File: config.mk
export PLATFORM = sky130hd
export DESIGN_NAME = frame_measure_flat
export DESIGN_NICKNAME = d
export VERILOG_FILES = /design/src/rtl/frame_measure_if.sv /design/src/rtl/frame_measure.sv /design/src/flat_wrapper.sv
export SDC_FILE = /design/constraint.sdc
export NUM_CORES = 1
export LEC_CHECK = 0
export CORE_MARGIN = 2
export CORE_UTILIZATION = 50
export CTS_BUF_LIST = sky130_fd_sc_hd__clkbuf_8
export DETAILED_ROUTE_END_ITERATION = 16
export PLACE_DENSITY_LB_ADDON = 0.05
export SYNTH_ARGS = -nofsm -noshare
export SYNTH_HDL_FRONTEND = slang
export SYNTH_SLANG_ARGS = --single-unit
File: constraint.sdc
create_clock -name clk -period 6.9 [get_ports clk]
set_input_delay 0.69 -clock clk [delete_from_list [all_inputs] [get_ports clk]]
set_output_delay 0.69 -clock clk [all_outputs]
set_load 0.02 [all_outputs]
File: src/rtl/frame_measure_if.sv
// Bus between the acquisition sequencer tap and the frame measurement engine.
// Carries frame control and samples in, and the published per-frame results out.
interface frame_measure_if;
    logic               frame_start;
    logic               frame_end;
    logic               sample_valid;
    logic [27:0]        sample;
    logic signed [13:0] cross_level;

    logic               busy;
    logic               meas_valid;
    logic signed [13:0] ch1_min;
    logic signed [13:0] ch1_max;
    logic signed [13:0] ch2_min;
    logic signed [13:0] ch2_max;
    logic signed [22:0] ch1_sum;
    logic signed [22:0] ch2_sum;
    logic [8:0]         sample_cnt;
    logic [8:0]         cross_cnt;
    logic [8:0]         first_cross;
    logic [8:0]         last_cross;

    modport master (
        output frame_start, frame_end, sample_valid, sample, cross_level,
        input  busy, meas_valid, ch1_min, ch1_max, ch2_min, ch2_max,
               ch1_sum, ch2_sum, sample_cnt, cross_cnt, first_cross, last_cross
    );

    modport slave (
        input  frame_start, frame_end, sample_valid, sample, cross_level,
        output busy, meas_valid, ch1_min, ch1_max, ch2_min, ch2_max,
               ch1_sum, ch2_sum, sample_cnt, cross_cnt, first_cross, last_cross
    );
endinterface

File: src/rtl/frame_measure.sv
// Per-frame min/max/sum on both channels plus ch1 rising-crossing statistics,
// accumulated from the display-memory write stream and published once per frame.
module frame_measure #(
    parameter int FRAME_LEN = 500,
    parameter int HYST      = 16
) (
    input  logic           clk,
    input  logic           reset,
    frame_measure_if.slave bus
);
    typedef enum logic [1:0] {IDLE, ACCUM, PUBLISH} state_t;

    state_t             state;
    logic signed [13:0] min1, max1, min2, max2;
    logic signed [22:0] sum1, sum2;
    logic [8:0]         cnt, xcnt, first, last;
    logic               armed;

    logic signed [13:0] ch1, ch2;
    logic signed [14:0] arm_level;
    logic               arm_hit, cross_hit, last_sample, restart;

    assign ch1 = bus.sample[13:0];
    assign ch2 = bus.sample[27:14];
    // 15-bit so a level near -8192 does not wrap positive after subtracting HYST
    assign arm_level   = $signed({bus.cross_level[13], bus.cross_level}) - 15'(HYST);
    assign arm_hit     = $signed({ch1[13], ch1}) <= arm_level;
    assign cross_hit   = armed && (ch1 >= bus.cross_level);
    assign last_sample = (cnt == 9'(FRAME_LEN - 1));
    assign restart     = bus.frame_start && (state != PUBLISH);

    always_ff @(posedge clk) begin
        if (reset) begin
            state           <= IDLE;
            min1            <= '0;
            max1            <= '0;
            min2            <= '0;
            max2            <= '0;
            sum1            <= '0;
            sum2            <= '0;
            cnt             <= '0;
            xcnt            <= '0;
            first           <= '0;
            last            <= '0;
            armed           <= 1'b0;
            bus.busy        <= 1'b0;
            bus.meas_valid  <= 1'b0;
            bus.ch1_min     <= '0;
            bus.ch1_max     <= '0;
            bus.ch2_min     <= '0;
            bus.ch2_max     <= '0;
            bus.ch1_sum     <= '0;
            bus.ch2_sum     <= '0;
            bus.sample_cnt  <= '0;
            bus.cross_cnt   <= '0;
            bus.first_cross <= '0;
            bus.last_cross  <= '0;
        end else begin
            bus.meas_valid <= 1'b0;
            // busy lags the state by one cycle so it drops together with meas_valid
            bus.busy       <= (state != IDLE);

            unique case (state)
                IDLE:    if (bus.frame_start) state <= ACCUM;
                ACCUM:   if (!bus.frame_start &&
                             (bus.frame_end || (bus.sample_valid && last_sample)))
                             state <= PUBLISH;
                PUBLISH: begin
                    bus.ch1_min     <= (cnt == '0) ? '0 : min1;
                    bus.ch1_max     <= (cnt == '0) ? '0 : max1;
                    bus.ch2_min     <= (cnt == '0) ? '0 : min2;
                    bus.ch2_max     <= (cnt == '0) ? '0 : max2;
                    bus.ch1_sum     <= sum1;
                    bus.ch2_sum     <= sum2;
                    bus.sample_cnt  <= cnt;
                    bus.cross_cnt   <= xcnt;
                    bus.first_cross <= first;
                    bus.last_cross  <= last;
                    bus.meas_valid  <= 1'b1;
                    state           <= IDLE;
                end
                default: state <= IDLE;
            endcase

            if (restart) begin
                min1  <= 14'sd8191;
                max1  <= -14'sd8192;
                min2  <= 14'sd8191;
                max2  <= -14'sd8192;
                sum1  <= '0;
                sum2  <= '0;
                cnt   <= '0;
                xcnt  <= '0;
                first <= '0;
                last  <= '0;
                armed <= 1'b0;
            end else if (state == ACCUM && bus.sample_valid) begin
                cnt <= cnt + 9'd1;
                if (ch1 < min1) min1 <= ch1;
                if (ch1 > max1) max1 <= ch1;
                if (ch2 < min2) min2 <= ch2;
                if (ch2 > max2) max2 <= ch2;
                sum1 <= sum1 + 23'(ch1);
                sum2 <= sum2 + 23'(ch2);
                // counting disarms, so one sample never both arms and counts
                if (cross_hit) begin
                    xcnt  <= xcnt + 9'd1;
                    if (xcnt == '0) first <= cnt;
                    last  <= cnt;
                    armed <= 1'b0;
                end else if (arm_hit) begin
                    armed <= 1'b1;
                end
            end
        end
    end
endmodule

File: src/flat_wrapper.sv
// flat-port wrapper written by rule: the top's interface ports become plain ports
module frame_measure_flat 
#(
    parameter int FRAME_LEN = 500,
    parameter int HYST      = 16
)
  (clk, reset, bus_frame_start, bus_frame_end, bus_sample_valid, bus_sample, bus_cross_level, bus_busy, bus_meas_valid, bus_ch1_min, bus_ch1_max, bus_ch2_min, bus_ch2_max, bus_ch1_sum, bus_ch2_sum, bus_sample_cnt, bus_cross_cnt, bus_first_cross, bus_last_cross);
  frame_measure_if bus_i ();
  input  logic clk;
  input  logic reset;
  input wire logic [$bits(bus_i.frame_start)-1:0] bus_frame_start;
  input wire logic [$bits(bus_i.frame_end)-1:0] bus_frame_end;
  input wire logic [$bits(bus_i.sample_valid)-1:0] bus_sample_valid;
  input wire logic [$bits(bus_i.sample)-1:0] bus_sample;
  input wire logic [$bits(bus_i.cross_level)-1:0] bus_cross_level;
  output wire logic [$bits(bus_i.busy)-1:0] bus_busy;
  output wire logic [$bits(bus_i.meas_valid)-1:0] bus_meas_valid;
  output wire logic [$bits(bus_i.ch1_min)-1:0] bus_ch1_min;
  output wire logic [$bits(bus_i.ch1_max)-1:0] bus_ch1_max;
  output wire logic [$bits(bus_i.ch2_min)-1:0] bus_ch2_min;
  output wire logic [$bits(bus_i.ch2_max)-1:0] bus_ch2_max;
  output wire logic [$bits(bus_i.ch1_sum)-1:0] bus_ch1_sum;
  output wire logic [$bits(bus_i.ch2_sum)-1:0] bus_ch2_sum;
  output wire logic [$bits(bus_i.sample_cnt)-1:0] bus_sample_cnt;
  output wire logic [$bits(bus_i.cross_cnt)-1:0] bus_cross_cnt;
  output wire logic [$bits(bus_i.first_cross)-1:0] bus_first_cross;
  output wire logic [$bits(bus_i.last_cross)-1:0] bus_last_cross;
  assign bus_i.frame_start = bus_frame_start;
  assign bus_i.frame_end = bus_frame_end;
  assign bus_i.sample_valid = bus_sample_valid;
  assign bus_i.sample = bus_sample;
  assign bus_i.cross_level = bus_cross_level;
  assign bus_busy = bus_i.busy;
  assign bus_meas_valid = bus_i.meas_valid;
  assign bus_ch1_min = bus_i.ch1_min;
  assign bus_ch1_max = bus_i.ch1_max;
  assign bus_ch2_min = bus_i.ch2_min;
  assign bus_ch2_max = bus_i.ch2_max;
  assign bus_ch1_sum = bus_i.ch1_sum;
  assign bus_ch2_sum = bus_i.ch2_sum;
  assign bus_sample_cnt = bus_i.sample_cnt;
  assign bus_cross_cnt = bus_i.cross_cnt;
  assign bus_first_cross = bus_i.first_cross;
  assign bus_last_cross = bus_i.last_cross;
  frame_measure #(.FRAME_LEN(FRAME_LEN), .HYST(HYST)) u_core (.clk(clk), .reset(reset), .bus(bus_i));
endmodule
==> impl_metrics.json, run 1 <==
{
  "status": "completed",
  "grt_pass1_vias": 11985,
  "ctsHoldBuffers": 0,
  "r2r_cells": 5,
  "max_clock_freq_ghz": 0.261,
  "synth_most_common_cell": "dfxtp_1",
  "num_rows": 61,
  "layout-drive-gt1-share": 0.0471,
  "cp-end-kind": "register",
  "place.gp.congestion": 0.853,
  "synth_edf_count": 0,
  "overflow": 0,
  "final-hold-violation-count": 0,
  "yosysWarnings": 0,
  "syn_nets": 1880,
  "io_buffers": 186,
  "area_growth_syn_to_layout_pct": 21.1,
  "post-route-min-period_ns": 3.83,
  "skew_ns": 0.0169,
  "antenna_found_initial": 0,
  "grt_use_met3": 0.0474,
  "grt_use_met2": 0.407,
  "syn_inst": 1703,
  "path_max_fanout": 71,
  "dr.first_iter.drc_count": 686,
  "endpoint": "u_core.first[2]",
  "final_util": 0.617,
  "via_per_inst": 5.53,
  "multi_input_area_sq_um": 7840,
  "startpoint_type": "register",
  "crit_start": "u_core.state[0]",
  "post-route-period-util": 0.555,
  "p_per_area_nw_per_um2": 200,
  "wl_microns": 37500,
  "cp.arrival_ns": 4.26,
  "cts_buffer_depth": 3,
  "synth_commonest_cells": "281 x dfxtp_1, 279 x nand2_1, 180 x a21oi_1, 160 x nor2_1, 128 x ha_1",
  "h-tree-depth": 2,
  "ys.flop_type": "dfxtp_1",
  "ys_async_sr_fraction": 0,
  "vias": 12546,
  "die_area_sq_um": 29700,
  "hold_class": "register to register",
  "ys_seq_area_frac": 0.398,
  "rsz0062_at_grt": "no",
  "ant_nets": 0,
  "worstMarginPinSlew_ns": 1.12,
  "crit_type": "register to register",
  "fp.dieW_microns": 172,
  "setup_ws_ns": 3.07,
  "dpl_worst_slack_ns": 2.98,
  "coreArea_sq_um": 27800,
  "cts_setup_buffers": 0,
  "drc": 0,
  "numCtsBuffers": 47,
  "first_pass_iters": 5,
  "synth_cell_types": 66,
  "track_usage": 0.253,
  "slew_headroom": 0.254,
  "path_clk_slew_ns": 0.06,
  "yosys-top-cells-area": "dfxtp_1 40%, ha_1 11%, nand2_1 7.4%",
  "syn_avg_cell_area_sq_um": 8.31,
  "insertion_delay_ns": 0.57,
  "reg2reg_to": "u_core.first[2]",
  "cts_tree": "yes",
  "min_from": "u_core.bus.ch1_sum[10]",
  "setup_viol": 0,
  "rr_startpoint": "u_core.state[0]",
  "r2r_slack_ns": 3.07,
  "clockRootBuffer": "clkbuf_8",
  "post_cts_resized": 0,
  "synth.ff_latch_count": 281,
  "top_level_ports": 187,
  "nets": 2035,
  "setup-tns-final_ns": 0,
  "fill_cells": 2541,
  "synth_area_sq_um": 14100,
  "critPathRequiredTime_ns": 7.33,
  "top_usage_layer": "met2",
  "leakage_nw": 6.76,
  "maxCapViolations": 0,
  "start_util": 0.509,
  "peakVddDrop_mv": 0.123,
  "maxSlewViolCount": 0,
  "wire_per_inst_microns": 16.6,
  "netlist.top_cell.by_area": "dfxtp_1",
  "grt_pass1_wl_microns": 60700,
  "synth_top_area_frac": 0.398,
  "grt_max_degree": 83,
  "hpwl_microns": 26100,
  "regArea_sq_um": 5630,
  "grtUsageMet1": 0.349,
  "cts.sink_count": 281,
  "die_y_microns": 172
}
[worst min-delay path by stage]
stage / cells after the start / slack (ns) / to
after global placement: 2 / 0.44 / u_core.bus.first_cross[0]
final: 2 / 0.45 / u_core.bus.ch1_sum[10]
after detailed placement: 2 / 0.45 / u_core.bus.ch2_sum[14]
after global routing: 2 / 0.47 / u_core.bus.first_cross[7]
after floorplan: 2 / 0.43 / u_core.bus.first_cross[0]
after CTS: 2 / 0.45 / u_core.bus.ch2_sum[14]
[power by group]
| group | leakage (nW) | internal, mW | switching [mW] |
|---|---|---|---|
| clock network | 0.520 | 0.734 | 0.664 |
| logic | 3.97 | 0.141 | 0.214 |
| registers | 2.27 | 1.65 | 0.0225 |
| total | 6.76 | 2.52 | 0.901 |
[metrics by stage]
stage / power (mW) / area [sq um] / hold WS [ns] / instances
floorplan: 1.93 / 14100 / 0.431 / 1703
global placement: 2.05 / 16200 / 0.437 / 2187
detailed placement: 2.06 / 16200 / 0.446 / 2187
CTS: 3.45 / 17100 / 0.454 / 2267
global route: 3.57 / 17100 / 0.467 / 2267
finish: 3.42 / 17100 / 0.452 / 2268
[kinds of logic (layout without fill, tap and decap cells)]
kind of cell | after synthesis | after routing | synth area share
xor+xnor | 50 | 50 | 0.0310
simple gates | 578 | 578 | 0.176
fa+ha+maj | 130 | 130 | 0.116
flops | 281 | 281 | 0.398
compound gates | 414 | 414 | 0.183
other cells | 0 | 1 | 0
buf+inv | 186 | 372 | 0.0508
mux | 64 | 64 | 0.0453
[routing by layer]
layer | share of wire | wire length [microns] | vias to the layer above
li1 | - | - | 6248
met1 | 0.48 | 18100 | 5962
met2 | 0.44 | 16500 | 275
met3 | 0.056 | 2110 | 61
met4 | 0.021 | 778 | 0
met5 | 0 | 0 | -
[critical path, stage by stage, from the launching register on]
cell and delay, ns:
dfxtp_1 0.46, nand2b_4 0.71, nand2_1 0.89, nand2b_4 0.81, buf_4 0.66, nor2_1 0.11
[layout make-up]
cell class,count,share of cell area
multi-input cells,1236,0.458
flip-flops and latches,281,0.328
repair buffers,199,0.114
clock buffers,56,0.0450
well taps,378,0.0276
inverters,93,0.0204
clock inverters,24,0.00679
diodes,1,0.000146
[cells in the final DEF, fill, tap and decap left out, types with 8 or more instances in the layout]
cell type,Yosys,final
buf_4,1,14
a21oi_1,180,179
clkdlybuf4s50_1,0,185
o21ai_1,9,9
nand2_1,279,279
a21o_1,34,34
nor2_1,160,159
o21a_1,10,10
nand3_1,31,31
nand2b_1,14,12
nor2b_1,11,10
ha_1,128,128
o21ai_0,42,42
nor3_1,18,18
xnor2_1,32,32
a31oi_1,20,20
dfxtp_1,281,281
nor4_1,8,8
clkbuf_8,0,56
a22oi_1,56,56
mux2i_1,64,64
and3_1,12,12
xor2_1,18,18
inv_1,93,110
nand4_1,20,20
[registers in the layout, indices dropped and copies added (netlist names), 14 cells and up]
signal	count
u_core.bus.ch1_sum	23
u_core.bus.ch2_sum	23
u_core.sum1	23
u_core.sum2	23
u_core.bus.ch1_max	14
u_core.bus.ch1_min	14
u_core.bus.ch2_max	14
u_core.bus.ch2_min	14
u_core.max1	14
u_core.max2	14
u_core.min1	14
u_core.min2	14
No activity file was read; power rests on OpenSTA's default activity.
==> inputs of run 2 (changes only) <==
clock period = 3.35 ns   (was 6.9 ns; I/O delays follow)
==> impl_metrics.json, run 2 (synthesis results as in run 1) <==
{
  "wl_met2_microns": 16800,
  "maxSlewViolCount": 0,
  "setup_ws_ns": 0.355,
  "crit_chain": "inv_1 -> ha_1 -> nand2_1 -> o21bai_1 -> a41oi_1 -> a21oi_1 -> a2111oi_2 -> a31oi_2 -> mux2i_1 -> a21oi_1",
  "cp-end-kind": "register",
  "status": "completed",
  "max_clock_freq_ghz": 0.334,
  "worstMarginPinSlew_ns": 1.14,
  "area_growth_syn_to_layout_pct": 23.8,
  "slew_headroom": 0.235,
  "crit_buf_inv": 1,
  "dpl_worst_slack_ns": -0.0173,
  "via_per_inst": 5.49,
  "clockRootBuffer": "clkbuf_8",
  "post-route-min-period_ns": 2.99,
  "setup_viol": 0,
  "grt_pass1_wl_microns": 61700,
  "slowest_delay_ns": 0.90,
  "cts.sink_count": 281,
  "wl_met3_microns": 2570,
  "fin_hold_ws_ns": 0.175,
  "dr.first_iter.drc_count": 876,
  "num_rows": 61,
  "layout-drive-gt1-share": 0.0657,
  "cp_top_family": "compound AO/OA/AOI/OAI gates",
  "first_pass_iters": 5,
  "crit_type": "register to register",
  "drc": 0,
  "path_clk_slew_ns": 0.06,
  "crit_path_frequent_cell": "a21oi_1",
  "post-route-period-util": 0.894,
  "timing.critical_path.slowest_stage_cell": "a31oi_2",
  "vias": 12693,
  "io_buffers": 186,
  "skew_ns": 0.0293,
  "postPlaceCellArea_sq_um": 16600,
  "mostFrequentLayoutCell": "dfxtp_1",
  "insertion_delay_ns": 0.57,
  "final_cell_mix": "281 x dfxtp_1, 279 x nand2_1, 185 x clkdlybuf4s50_1",
  "top_level_ports": 187,
  "post_cts_resized": 0,
  "rsz0062_at_grt": "no",
  "cts_buffer_depth": 3,
  "critPathRequiredTime_ns": 3.75,
  "cts_tree": "yes",
  "cts_setup_buffers": 0,
  "path_max_fanout": 14,
  "overflow": 0,
  "ant_nets": 0,
  "coreArea_sq_um": 27800,
  "track_usage": 0.258,
  "place.gp.congestion": 0.896,
  "hpwl_microns": 27300,
  "ctsHoldBuffers": 0,
  "wire_per_inst_microns": 16.7,
  "nets": 2072,
  "setup-tns-final_ns": 0,
  "grt_pass1_vias": 11872,
  "fp.dieW_microns": 172,
  "final-hold-violation-count": 0,
  "antenna_found_initial": 0,
  "h-tree-depth": 2,
  "diodes": 0,
  "dr.max_layer_used": "met4",
  "p_per_area_nw_per_um2": 410,
  "die_y_microns": 172,
  "postLayoutCellArea_sq_um": 17500,
  "peakVddDrop_mv": 0.345,
  "numCtsBuffers": 47,
  "startpoint_type": "register",
  "grt_max_degree": 82,
  "wl_microns": 38500,
  "hold_class": "input port to register",
  "leakage_nw": 6.99,
  "start_util": 0.509,
  "die_area_sq_um": 29700,
  "cp.arrival_ns": 3.39,
  "met1_length_microns": 18500,
  "maxCapViolations": 0
}
-- run 2: cell count changes in the layout (fill, tap and decap cells not counted), sizes merged --
cell,change
buf,+37
clkinv,-2
inv,+5
clkinvlp,+1
clkbuf,+2
diode,-1
-- run 2: stage by stage --
stage	util	power, mW	std cells
2_1_floorplan	-	3.98	1703
3_3_place_gp	0.597	4.26	2224
3_5_place_dp	0.597	4.28	2224
4_1_cts	0.630	7.25	2310
5_1_grt	0.630	7.49	2310
6_report	0.630	7.18	2310
-- run 2: worst paths after layout --
kind	startpoint	to	slack [ns]	cells after the start
setup / recovery	u_core.min1[13]	u_core.min1[1]	0.36	10
hold / removal	reset	u_core.bus.ch1_sum[20]	0.17	2
setup reg to reg	u_core.min1[13]	u_core.min1[1]	0.36	10
hold reg to reg	u_core.bus.last_cross[3]	u_core.bus.last_cross[3]	0.45	2
-- run 2: worst register-to-register path: cells and delay by family (launching register included) --
family / cells / cell delay [ns]
AO/OA/AOI/OAI: 6 / 1.66
flip-flops: 1 / 0.43
adder cells (fa/ha/maj): 1 / 0.30
multiplexers: 1 / 0.29
buffers and inverters: 1 / 0.11
AND/OR/NAND/NOR: 1 / 0.05
-- run 2: power breakdown --
| group | switching [mW] | internal [mW] | leakage (nW) | total, mW |
|---|---|---|---|---|
| Combinational | 0.458 | 0.325 | 4.16 | 0.782 |
| Clock | 1.39 | 1.57 | 0.554 | 2.96 |
| Sequential | 0.0448 | 3.39 | 2.27 | 3.43 |
-- run 2: metal layers --
metal / global-route usage / up-vias
met5: 0 / -
met4: 0.0639 / 0
met3: 0.0428 / 52
met2: 0.406 / 350
met1: 0.368 / 5962
li1: - / 6329
-- run 2: final cells by class --
cell class              instances  area [sq um]
inverters                      93           349
well taps                     378           473
repair buffers                236          2280
clock buffers                  58           798
multi-input cells            1236          7840
fillers                      2512         10300
flip-flops and latches        281          5630
clock inverters                28           133
